===== src/rtl/idct_pkg.sv =====
// Shared constants for the serial 8-point IDCT: datapath widths, FSM encoding,
// saturation bounds and the Q1.14 cosine table generator.
package idct_pkg;

  localparam int COEF_W   = 19;
  localparam int SAMP_W   = 8;
  localparam int ROM_W    = 16;
  localparam int ROM_FRAC = 14;
  localparam int IN_FRAC  = 0;
  localparam int ACC_W    = COEF_W + ROM_W + 3;
  localparam int FRAC     = ROM_FRAC + IN_FRAC;

  localparam int SAT_MAX = 127;
  localparam int SAT_MIN = -128;

  typedef enum logic [1:0] {
    ST_IDLE = 2'd0,
    ST_MAC  = 2'd1,
    ST_OUT  = 2'd2
  } state_t;

  // Row k=0 carries a(0)=1/sqrt(8); rows k>0 carry a(k)=1/2, i.e. 2^13*cos(m*pi/16).
  localparam logic signed [ROM_W-1:0] DC_GAIN = 16'sd5793;
  localparam logic signed [ROM_W-1:0] COS_MAG [9] = '{
    16'sd8192, 16'sd8035, 16'sd7568, 16'sd6811, 16'sd5793,
    16'sd4551, 16'sd3135, 16'sd1598, 16'sd0
  };

  // Entry {k,n}: fold the angle (2n+1)k*pi/16 into the first quadrant and pick the sign.
  function automatic logic signed [ROM_W-1:0] cos_entry(input logic [5:0] addr);
    logic [2:0] k;
    logic [2:0] n;
    logic [6:0] p;
    logic [5:0] m;
    logic       neg;
    k = addr[5:3];
    n = addr[2:0];
    p = 7'({n, 1'b1}) * 7'(k);
    m = {1'b0, p[4:0]};
    if (m > 6'd16) m = 6'd32 - m;
    neg = (m > 6'd8);
    if (neg) m = 6'd16 - m;
    if (k == 3'd0) return DC_GAIN;
    return neg ? -COS_MAG[m[3:0]] : COS_MAG[m[3:0]];
  endfunction

endpackage


===== src/rtl/idct_cos_rom.sv =====
// 64-entry cosine ROM addressed by {k,n}; one-cycle registered read with enable.
module idct_cos_rom
  import idct_pkg::*;
(
  input  logic                    clk,
  input  logic                    srst_i,
  input  logic                    en_i,
  input  logic [5:0]              addr_i,
  output logic signed [ROM_W-1:0] data_o
);

  logic signed [ROM_W-1:0] table_w [64];
  logic signed [ROM_W-1:0] data_q;

  for (genvar gi = 0; gi < 64; gi++) begin : g_table
    assign table_w[gi] = cos_entry(6'(gi));
  end

  always_ff @(posedge clk) begin
    if (srst_i) begin
      data_q <= '0;
    end else if (en_i) begin
      data_q <= table_w[addr_i];
    end
  end

  assign data_o = data_q;

endmodule


===== src/rtl/idct_8pt_serial.sv =====
// Serial 8-point inverse DCT: one MAC walks k=0..7 per output sample n, then the
// rounded, saturated sample is offered on a valid/ready stream in order n=0..7.
module idct_8pt_serial
  import idct_pkg::*;
(
  input  logic                     clk,
  input  logic                     rst_n,
  input  logic                     in_valid,
  output logic                     in_ready,
  input  logic signed [COEF_W-1:0] coef0,
  input  logic signed [COEF_W-1:0] coef1,
  input  logic signed [COEF_W-1:0] coef2,
  input  logic signed [COEF_W-1:0] coef3,
  input  logic signed [COEF_W-1:0] coef4,
  input  logic signed [COEF_W-1:0] coef5,
  input  logic signed [COEF_W-1:0] coef6,
  input  logic signed [COEF_W-1:0] coef7,
  output logic                     out_valid,
  input  logic                     out_ready,
  output logic signed [SAMP_W-1:0] out_data,
  output logic [2:0]               out_idx,
  output logic                     out_last,
  output logic                     out_sat,
  output logic                     busy
);

  localparam logic signed [ACC_W-1:0]  HALF_A = ACC_W'(2 ** (FRAC - 1));
  localparam logic signed [ACC_W-1:0]  MAX_A  = ACC_W'(SAT_MAX);
  localparam logic signed [ACC_W-1:0]  MIN_A  = ACC_W'(SAT_MIN);
  localparam logic signed [SAMP_W-1:0] MAX_S  = SAMP_W'(SAT_MAX);
  localparam logic signed [SAMP_W-1:0] MIN_S  = SAMP_W'(SAT_MIN);

  state_t                    state_q, state_d;
  logic [2:0]                n_q, n_d;
  logic [3:0]                cnt_q, cnt_d;
  logic signed [ACC_W-1:0]   acc_q, acc_d;
  logic signed [COEF_W-1:0]  coef_in [8];
  logic signed [COEF_W-1:0]  coef_q  [8];
  logic                      in_ready_q, in_ready_d;
  logic                      busy_q, busy_d;
  logic                      out_valid_q, out_valid_d;
  logic signed [SAMP_W-1:0]  out_data_q, out_data_d;
  logic [2:0]                out_idx_q, out_idx_d;
  logic                      out_last_q, out_last_d;
  logic                      out_sat_q, out_sat_d;

  logic                      accept;
  logic                      rom_en;
  logic [5:0]                rom_addr;
  logic signed [ROM_W-1:0]   rom_data;
  logic [2:0]                k_prev;
  logic signed [ACC_W-1:0]   coef_ext, rom_ext, prod, acc_base, mac_sum, rnd_sum, shifted;
  logic signed [SAMP_W-1:0]  samp_sat;
  logic                      samp_clamped;

  assign coef_in[0] = coef0;
  assign coef_in[1] = coef1;
  assign coef_in[2] = coef2;
  assign coef_in[3] = coef3;
  assign coef_in[4] = coef4;
  assign coef_in[5] = coef5;
  assign coef_in[6] = coef6;
  assign coef_in[7] = coef7;

  assign accept = in_valid & in_ready_q;

  always_ff @(posedge clk) begin
    if (accept) begin
      coef_q <= coef_in;
    end
  end

  // MAC cycle c issues address k=c; the product for k=c-1 is formed with the ROM word read last cycle.
  assign rom_en   = (state_q == ST_MAC) && (cnt_q < 4'd8);
  assign rom_addr = {cnt_q[2:0], n_q};
  assign k_prev   = cnt_q[2:0] - 3'd1;

  idct_cos_rom u_rom (
    .clk    (clk),
    .srst_i (rst_n),
    .en_i   (rom_en),
    .addr_i (rom_addr),
    .data_o (rom_data)
  );

  assign coef_ext = ACC_W'(coef_q[k_prev]);
  assign rom_ext  = ACC_W'(rom_data);
  assign prod     = coef_ext * rom_ext;
  assign acc_base = (cnt_q == 4'd1) ? '0 : acc_q;
  assign mac_sum  = acc_base + prod;
  assign rnd_sum  = mac_sum + HALF_A;
  assign shifted  = rnd_sum >>> FRAC;

  always_comb begin
    samp_sat     = shifted[SAMP_W-1:0];
    samp_clamped = 1'b0;
    if (shifted > MAX_A) begin
      samp_sat     = MAX_S;
      samp_clamped = 1'b1;
    end else if (shifted < MIN_A) begin
      samp_sat     = MIN_S;
      samp_clamped = 1'b1;
    end
  end

  always_comb begin
    state_d    = state_q;
    n_d        = n_q;
    cnt_d      = cnt_q;
    acc_d      = acc_q;
    out_data_d = out_data_q;
    out_idx_d  = out_idx_q;
    out_last_d = out_last_q;
    out_sat_d  = out_sat_q;
    case (state_q)
      ST_IDLE: begin
        if (accept) begin
          n_d     = 3'd0;
          cnt_d   = 4'd0;
          state_d = ST_MAC;
        end
      end
      ST_MAC: begin
        cnt_d = cnt_q + 4'd1;
        if (cnt_q != 4'd0) begin
          acc_d = mac_sum;
        end
        // Final product lands this cycle; capture the finished sample so it is frozen through OUT.
        if (cnt_q == 4'd8) begin
          out_data_d = samp_sat;
          out_sat_d  = samp_clamped;
          out_idx_d  = n_q;
          out_last_d = (n_q == 3'd7);
          state_d    = ST_OUT;
        end
      end
      ST_OUT: begin
        if (out_ready) begin
          if (n_q == 3'd7) begin
            state_d = ST_IDLE;
          end else begin
            n_d     = n_q + 3'd1;
            cnt_d   = 4'd0;
            state_d = ST_MAC;
          end
        end
      end
      default: state_d = ST_IDLE;
    endcase
    in_ready_d  = (state_d == ST_IDLE);
    busy_d      = (state_d != ST_IDLE);
    out_valid_d = (state_d == ST_OUT);
  end

  always_ff @(posedge clk) begin
    if (rst_n) begin
      state_q     <= ST_IDLE;
      n_q         <= 3'd0;
      cnt_q       <= 4'd0;
      acc_q       <= '0;
      in_ready_q  <= 1'b0;
      busy_q      <= 1'b0;
      out_valid_q <= 1'b0;
      out_data_q  <= '0;
      out_idx_q   <= 3'd0;
      out_last_q  <= 1'b0;
      out_sat_q   <= 1'b0;
    end else begin
      state_q     <= state_d;
      n_q         <= n_d;
      cnt_q       <= cnt_d;
      acc_q       <= acc_d;
      in_ready_q  <= in_ready_d;
      busy_q      <= busy_d;
      out_valid_q <= out_valid_d;
      out_data_q  <= out_data_d;
      out_idx_q   <= out_idx_d;
      out_last_q  <= out_last_d;
      out_sat_q   <= out_sat_d;
    end
  end

  assign in_ready  = in_ready_q;
  assign busy      = busy_q;
  assign out_valid = out_valid_q;
  assign out_data  = out_data_q;
  assign out_idx   = out_idx_q;
  assign out_last  = out_last_q;
  assign out_sat   = out_sat_q;

endmodule


===== config.mk =====
export PLATFORM = sky130hd
export DESIGN_NAME = idct_8pt_serial
export DESIGN_NICKNAME = d
export VERILOG_FILES = /design/src/rtl/idct_pkg.sv /design/src/rtl/idct_cos_rom.sv /design/src/rtl/idct_8pt_serial.sv
export SDC_FILE = /design/constraint.sdc
export NUM_CORES = 1
export LEC_CHECK = 0
export ABC_AREA = 0
export CAP_MARGIN = 25
export CORE_MARGIN = 1.5
export CORE_UTILIZATION = 61
export DETAILED_ROUTE_END_ITERATION = 12
export PLACE_DENSITY_LB_ADDON = 0.08
export SLEW_MARGIN = 20
export SYNTH_ARGS = -nofsm -noshare
export SYNTH_HDL_FRONTEND = slang
export SYNTH_HIERARCHICAL = 1
export SYNTH_SLANG_ARGS = --single-unit

===== constraint.sdc =====
create_clock -name clk -period 12.1 [get_ports clk]
set_input_delay 2.42 -clock clk [delete_from_list [all_inputs] [get_ports clk]]
set_output_delay 2.42 -clock clk [all_outputs]
set_load 0.02 [all_outputs]

; ---- After elaboration in Yosys (flattened, before gate mapping)
; Memory sizes are Yosys's and may differ from the RTL's. A register that Yosys moved wholly into a read port is not among the register bits.
; Index checks and enable logic that the tools add are counted.
[word_totals]
regBits = 215
mem_bits_ro = 1024
in_bits = 156
output_inout_bits = 16
elab_cells = 74
n_memories = 1
[op_classes]
n_addsub = 5
multipliers = 1
order_cmp = 4
n_eq_ne = 9
n_mux = 21
n_bitwise = 3
reduce_logical = 11
[mem_list]
columns = memory, depth, word_bits, read_ports, rd_ports_with_merged_regs, write_ports, line_no
row1 = (name not given), 64, 16, 1, 1, 0, idct_cos_rom.sv:23  ; data_q <= table_w[addr_i];
[op_table]
columns = cell, count
row1 = $bmux W19 S3, 1
row2 = $add A38 B15 Y38 const B, 1
row3 = $add A38 B35 Y38, 1
row4 = $mux W19, 2
row5 = $mux W38, 1
row6 = $mul A19 B16 Y35, 1
row7 = $gt A24 B8 Y1 const B, 1
row8 = $lt A24 B8 Y1 const B, 1
row9 = $mux W8, 2
row10 = $mux W4, 3
row11 = $pmux W4 S3, 1
row12 = $mux W3, 3
row13 = $reduce_and A4 Y1, 2
row14 = $not A6 Y7, 1
row15 = $mux W2, 3
row16 = $ne A2 B2 Y1 const B, 3
row17 = $pmux W2 S3, 1
row18 = $pmux W3 S2, 1
row19 = $add A4 B1 Y4 const B, 1
row20 = $eq A2 B2 Y1 const B, 2
row21 = $eq A4 B1 Y1 const B, 1
row22 = $eq A4 B4 Y1 const B, 1
row23 = $ge A4 B4 Y1 const B, 1
row24 = $logic_not A2 Y1, 2
row25 = other kinds (13), 17

; ---- Depth between registers and ports, before layout
[depth]
depth_word = 11
depth_mapped = 37
mapped_depth_nobuf = 32

; ---- Cells and area by module
; The synthesis kept the hierarchy.
[modules_own_cells]
columns = module, n_inst, cells_each, area_per_inst_um2, seq_area_each_um2
row1 = idct_8pt_serial, 1, 2132, 22467.8, 5825.6
row2 = idct_cos_rom, 1, 227, 1644.1, 280.3

; ---- Worst setup path after synthesis
; No wires, ideal clock.
[synth_path]
path_kind = flip-flop to flip-flop
startpoint = register cnt_q[0]
endpoint = register out_data_q[0] (netlist: out_data[0])
t_arrival_ns = 9.523
t_required_ns = 11.972
slack_ns = 2.449
path_stages_with_launch = 36
cell_sequence = dfxtp_1 > clkbuf_1 > clkbuf_1 > inv_1 > ha_1 > buf_1 > clkbuf_1 > mux4_2 > mux2_2 > clkbuf_1 > and2_1 > fa_1 > inv_1 > fa_1 > inv_1 > fa_1 > fa_1 > fa_1 > inv_1 > fa_1 > inv_1 > ha_1 > buf_6 > o21a_1 > o211ai_1 > a211oi_2 > nor4_2 > o31ai_1 > nor4b_4 > and4bb_1 > nand3_4 > or3_1 > xor2_1 > o2111ai_1 > o21ai_4 > o32ai_1
[synth_between]
elab_chain_len = 11
word_cells_on_any_way = 16
cone_classes = add/sub (3) / mul (1) / order compare (2) / eq/ne (2) / mux (6) / bitwise (1) / reduce/logical (1)
[synth_lines]
columns = item, line_no
row1 = "start, declared", idct_8pt_serial.sv:35  ; logic [3:0] cnt_q, cnt_d;
row2 = "start signal, assigned", idct_8pt_serial.sv:171  ; cnt_q <= cnt_d;
row3 = $sub A3 B1 Y3, idct_8pt_serial.sv:76  ; assign k_prev = cnt_q[2:0] - 3'd1;
row4 = $not A3 Y4 (not written as such), idct_8pt_serial.sv:86  ; assign coef_ext = ACC_W'(coef_q[k_prev]);
row5 = $bmux W19 S3, idct_8pt_serial.sv:86
row6 = $mux W19 (not written as such) (2 in a row), idct_8pt_serial.sv:86
row7 = $mul A19 B16 Y35, idct_8pt_serial.sv:88  ; assign prod = coef_ext * rom_ext;
row8 = $add A38 B35 Y38, idct_8pt_serial.sv:90  ; assign mac_sum = acc_base + prod;
row9 = $add A38 B15 Y38, idct_8pt_serial.sv:91  ; assign rnd_sum = mac_sum + HALF_A;
row10 = $lt A24 B8 Y1, idct_8pt_serial.sv:100  ; end else if (shifted < MIN_A) begin
row11 = $mux W8, idct_8pt_serial.sv:100
row12 = $mux W8, idct_8pt_serial.sv:97  ; if (shifted > MAX_A) begin
row13 = "end signal, assigned", idct_8pt_serial.sv:176  ; out_data_q <= out_data_d;
row14 = "end, declared", idct_8pt_serial.sv:42  ; logic signed [SAMP_W-1:0] out_data_q, out_data_d;
; Several ways; a longest one is shown, not always the timed one. The select of a mux whose other input is x is not followed.
; A chain may end at the register's enable or synchronous reset.

; ---- Worst setup path in the final report
[layout_path]
startpoint = register cnt_q[1]
endpoint = register out_data_q[1] (netlist: out_data[1])
; The elaborated chain is that of the path after synthesis.

==> results.sh <==
export IMPL_status="finished, final reports clean"
export IMPL_post_cts_resized=0
export IMPL_netlist_area_um2=24100
export IMPL_synth_top_family_by_area="adder cells"
export IMPL_die_h_um=202
export IMPL_synth_fa_ha_area_frac=0.360
export IMPL_hold_depth=2
export IMPL_cpPeakStageDelay_ns=1.04
export IMPL_synthDistinctLibCells=104
export IMPL_die_w_um=202
export IMPL_ant_nets=0
export IMPL_min_period_ns=10.60
export IMPL_cp_common_cell="fa_1"
export IMPL_drc_errors=0
export IMPL_via_per_inst=5.78
export IMPL_layout_nets=3104
export IMPL_placementRows=72
export IMPL_start_util=0.621
export IMPL_port_buffers=171
export IMPL_hold_buffers=0
export IMPL_synth_seq_area_share=0.253
export IMPL_core_area_um2=38800
export IMPL_reg2reg_depth=28
export IMPL_clk_latency_ns=0.56
export IMPL_synth_area_leaders="fa_1 (29%), edfxtp_1 (19%), ha_1 (6.5%), dfxtp_1 (6.4%), inv_1 (6.2%)"
export IMPL_critPathKind="flop to flop"
export IMPL_design_die_area_um2=40700
export IMPL_synthXorXnorAreaFrac=0.0193
export IMPL_synth_enable_flop_cells=152
export IMPL_cts_setup_buffers=0
export IMPL_whs_ns=0.445
export IMPL_wl_per_cell_um=20.1
export IMPL_max_slew_margin_rel=0.262
export IMPL_synthMuxAreaShare=0.0496
export IMPL_fmaxAchievable_ghz=0.0943
export IMPL_root_buffer="clkbuf_16"
export IMPL_powerDensity_nw_per_um2=195
export IMPL_initialDrtViolationCount=965
export IMPL_end_kind="flop"
export IMPL_finalHoldViolCount=0
export IMPL_grt_pass1_vias=18900
export IMPL_final_util=0.696
export IMPL_yosys_area_share_simple=0.149
export IMPL_n_fill_cell=2913
export IMPL_drt_first_pass_iters=5
export IMPL_postSynthCellCount=2359
export IMPL_rsz0062_at_grt="no"
export IMPL_grt_pass1_wl_um=99300
export IMPL_antenna_found_initial=3
export IMPL_critPathSlowestCell="ha_2"
export IMPL_layout_drive_gt1_share=0.0732
export IMPL_vias=17400
export IMPL_setup_violations=0
export IMPL_gp_congestion=0.918
export IMPL_cts_sinks=229
export IMPL_regArea_um2=6110
export IMPL_drv_cap=0
export IMPL_synth_seq_cells=229
export IMPL_synth_top_area_frac=0.295
export IMPL_leakage_nw=11.8
export IMPL_grt_max_degree=84
export IMPL_clk_pin_slew_worst_paths_ns=0.06
export IMPL_synth_flop_cell="edfxtp_1"
export IMPL_mappedNetlistNets=2996
export IMPL_worst_ir_drop_vdd_uv=176
export IMPL_grt_overflow_total=0
export IMPL_cp_start_kind="flop"
export IMPL_synth_compound_area_frac=0.0856
export IMPL_cts_buffer_depth=3
export IMPL_synth_avg_cell_area_um2=10.2
export IMPL_fin_skew_ns=0.0271
export IMPL_htree_levels=1
export IMPL_multiInputGateArea_um2=16000
export IMPL_cts_tree="built"
export IMPL_syn2layout_area_growth_pct=12.1
export IMPL_hold_class="flop to flop"
export IMPL_yosysTopAreaCell="fa_1"
export IMPL_tns_ns=0
export IMPL_maxSlewViolCount=0
export IMPL_synthArstFlopShare=0
export IMPL_fin_crit_sh=0.876
export IMPL_worst_path_max_fanout=39
export IMPL_ys_warn_count=6
export IMPL_hpwl_um=47400
export IMPL_tightestPinTransition_ns=1.10
export IMPL_pin_count=172
export IMPL_cts_buffers=26
export IMPL_grt_use_total=0.310
export IMPL_required_ns=12.49
export IMPL_arrival_ns=11.00
export IMPL_drt_wl_total_um=60500
[path summary, 6_finish.rpt]
check,start,to,slack [ns]
min reg2reg,acc_q[12],acc_q[12],0.45
max reg2reg,cnt_q[1],out_data[1],1.50
min,acc_q[12],acc_q[12],0.45
max,cnt_q[1],out_data[1],1.50
[cell usage after synthesis (4+ instances only)]
| library cell | count |
|---|---|
| a211o_1 | 4 |
| a211oi_1 | 21 |
| a21o_1 | 10 |
| a21o_2 | 7 |
| a21oi_1 | 94 |
| a311oi_1 | 5 |
| a31oi_1 | 7 |
| and2_1 | 124 |
| and3_1 | 9 |
| buf_1 | 12 |
| buf_2 | 14 |
| clkbuf_1 | 70 |
| clkbuf_8 | 4 |
| dfxtp_1 | 77 |
| edfxtp_1 | 152 |
| fa_1 | 355 |
| ha_1 | 126 |
| inv_1 | 398 |
| mux2_2 | 19 |
| mux2i_1 | 8 |
| mux4_2 | 39 |
| nand2_1 | 295 |
| nand2b_1 | 20 |
| nand3_1 | 22 |
| nand4_1 | 7 |
| nor2_1 | 107 |
| nor2b_1 | 60 |
| nor3_1 | 20 |
| nor3b_1 | 8 |
| nor4_1 | 7 |
| o2111ai_1 | 6 |
| o211a_1 | 4 |
| o211ai_1 | 16 |
| o21a_1 | 10 |
| o21ai_0 | 34 |
| o21ai_1 | 4 |
| o22ai_1 | 6 |
| o31ai_1 | 6 |
| o32ai_1 | 8 |
| or2_2 | 11 |
| or3_1 | 9 |
| xnor2_1 | 34 |
| xor2_1 | 19 |
[registers in the layout (all words and copies together) (netlist names)]
register,count
out_last,1
state_q,2
out_data,8
n_q,3
u_rom/data_o,14
busy,1
out_idx,3
cnt_q,4
in_ready,1
acc_q,38
out_sat,1
coef_q,152
out_valid,1
[worst max-delay path: cells and delay by family, from the launching register on]
family / cells / cell delay, ns
AO/OA/AOI/OAI: 7 / 1.99
flip-flops: 1 / 0.31
AND/OR/NAND/NOR: 4 / 1.08
multiplexers: 2 / 0.84
adder cells (fa/ha/maj): 8 / 4.79
XOR/XNOR: 2 / 0.51
buffers and inverters: 5 / 0.86
[metrics by stage]
stage	cell area (um2)	std cells	worst slack, ns	power [mW]
finish	27000	3007	1.50	5.28
global route	27000	3005	0.859	5.72
CTS	27000	3003	1.44	5.29
detailed placement	26100	2955	1.54	4.45
global placement	26100	2954	1.53	4.42
floorplan	24100	2359	2.45	3.54
[layer usage]
metal	vias to the layer above	GRT usage	part of all wire
li1	7847	-	-
met1	8733	0.390	0.39
met2	649	0.553	0.51
met3	139	0.0461	0.062
met4	2	0.0962	0.033
met5	-	0	0.00020
[cell type report]
type                       count  share of cell area
tap                          518              0.0240
clock buffer                  32              0.0260
clock inverter                16             0.00667
antenna                        2            0.000185
multi-input combinational   1621               0.593
inverter                     402              0.0558
sequential                   229               0.226
timing repair buffer         187              0.0678
[report_power, final]
part           total [mW]  internal (mW)  switching (mW)
registers           0.915          0.875          0.0393
clock network       0.812          0.480           0.332
logic                3.55           1.31            2.24
total                5.28           2.67            2.61
[logic make-up (layout without fill, tap and decap cells)]
logic type	Yosys count	count (layout)
other cells	0	2
flops	229	229
fa+ha+maj	481	481
compound gates	293	293
buf+inv	509	637
simple gates	726	726
xor+xnor	53	53
mux	68	68
[layout by cell type (no fill, tap or decap), types with 11 or more instances in the layout]
cell             Yosys  final
a211oi_1            21     21
inv_1              398    398
dfxtp_1             77     75
a21oi_1             94     94
edfxtp_1           152    152
nand2b_1            20     20
xor2_1              19     18
nand3_1             22     22
mux4_2              39     39
fa_1               355    355
nor3_1              20     20
buf_4                3     14
xnor2_1             34     34
or2_2               11     11
o211ai_1            16     16
nor2_1             107    106
o21ai_0             34     34
clkdlybuf4s50_1      0    170
mux2_2              19     19
ha_1               126    125
nand2_1            295    295
and2_1             124    123
clkbuf_16            0     26
nor2b_1             60     60
No activity file was read; power rests on OpenSTA's default activity.
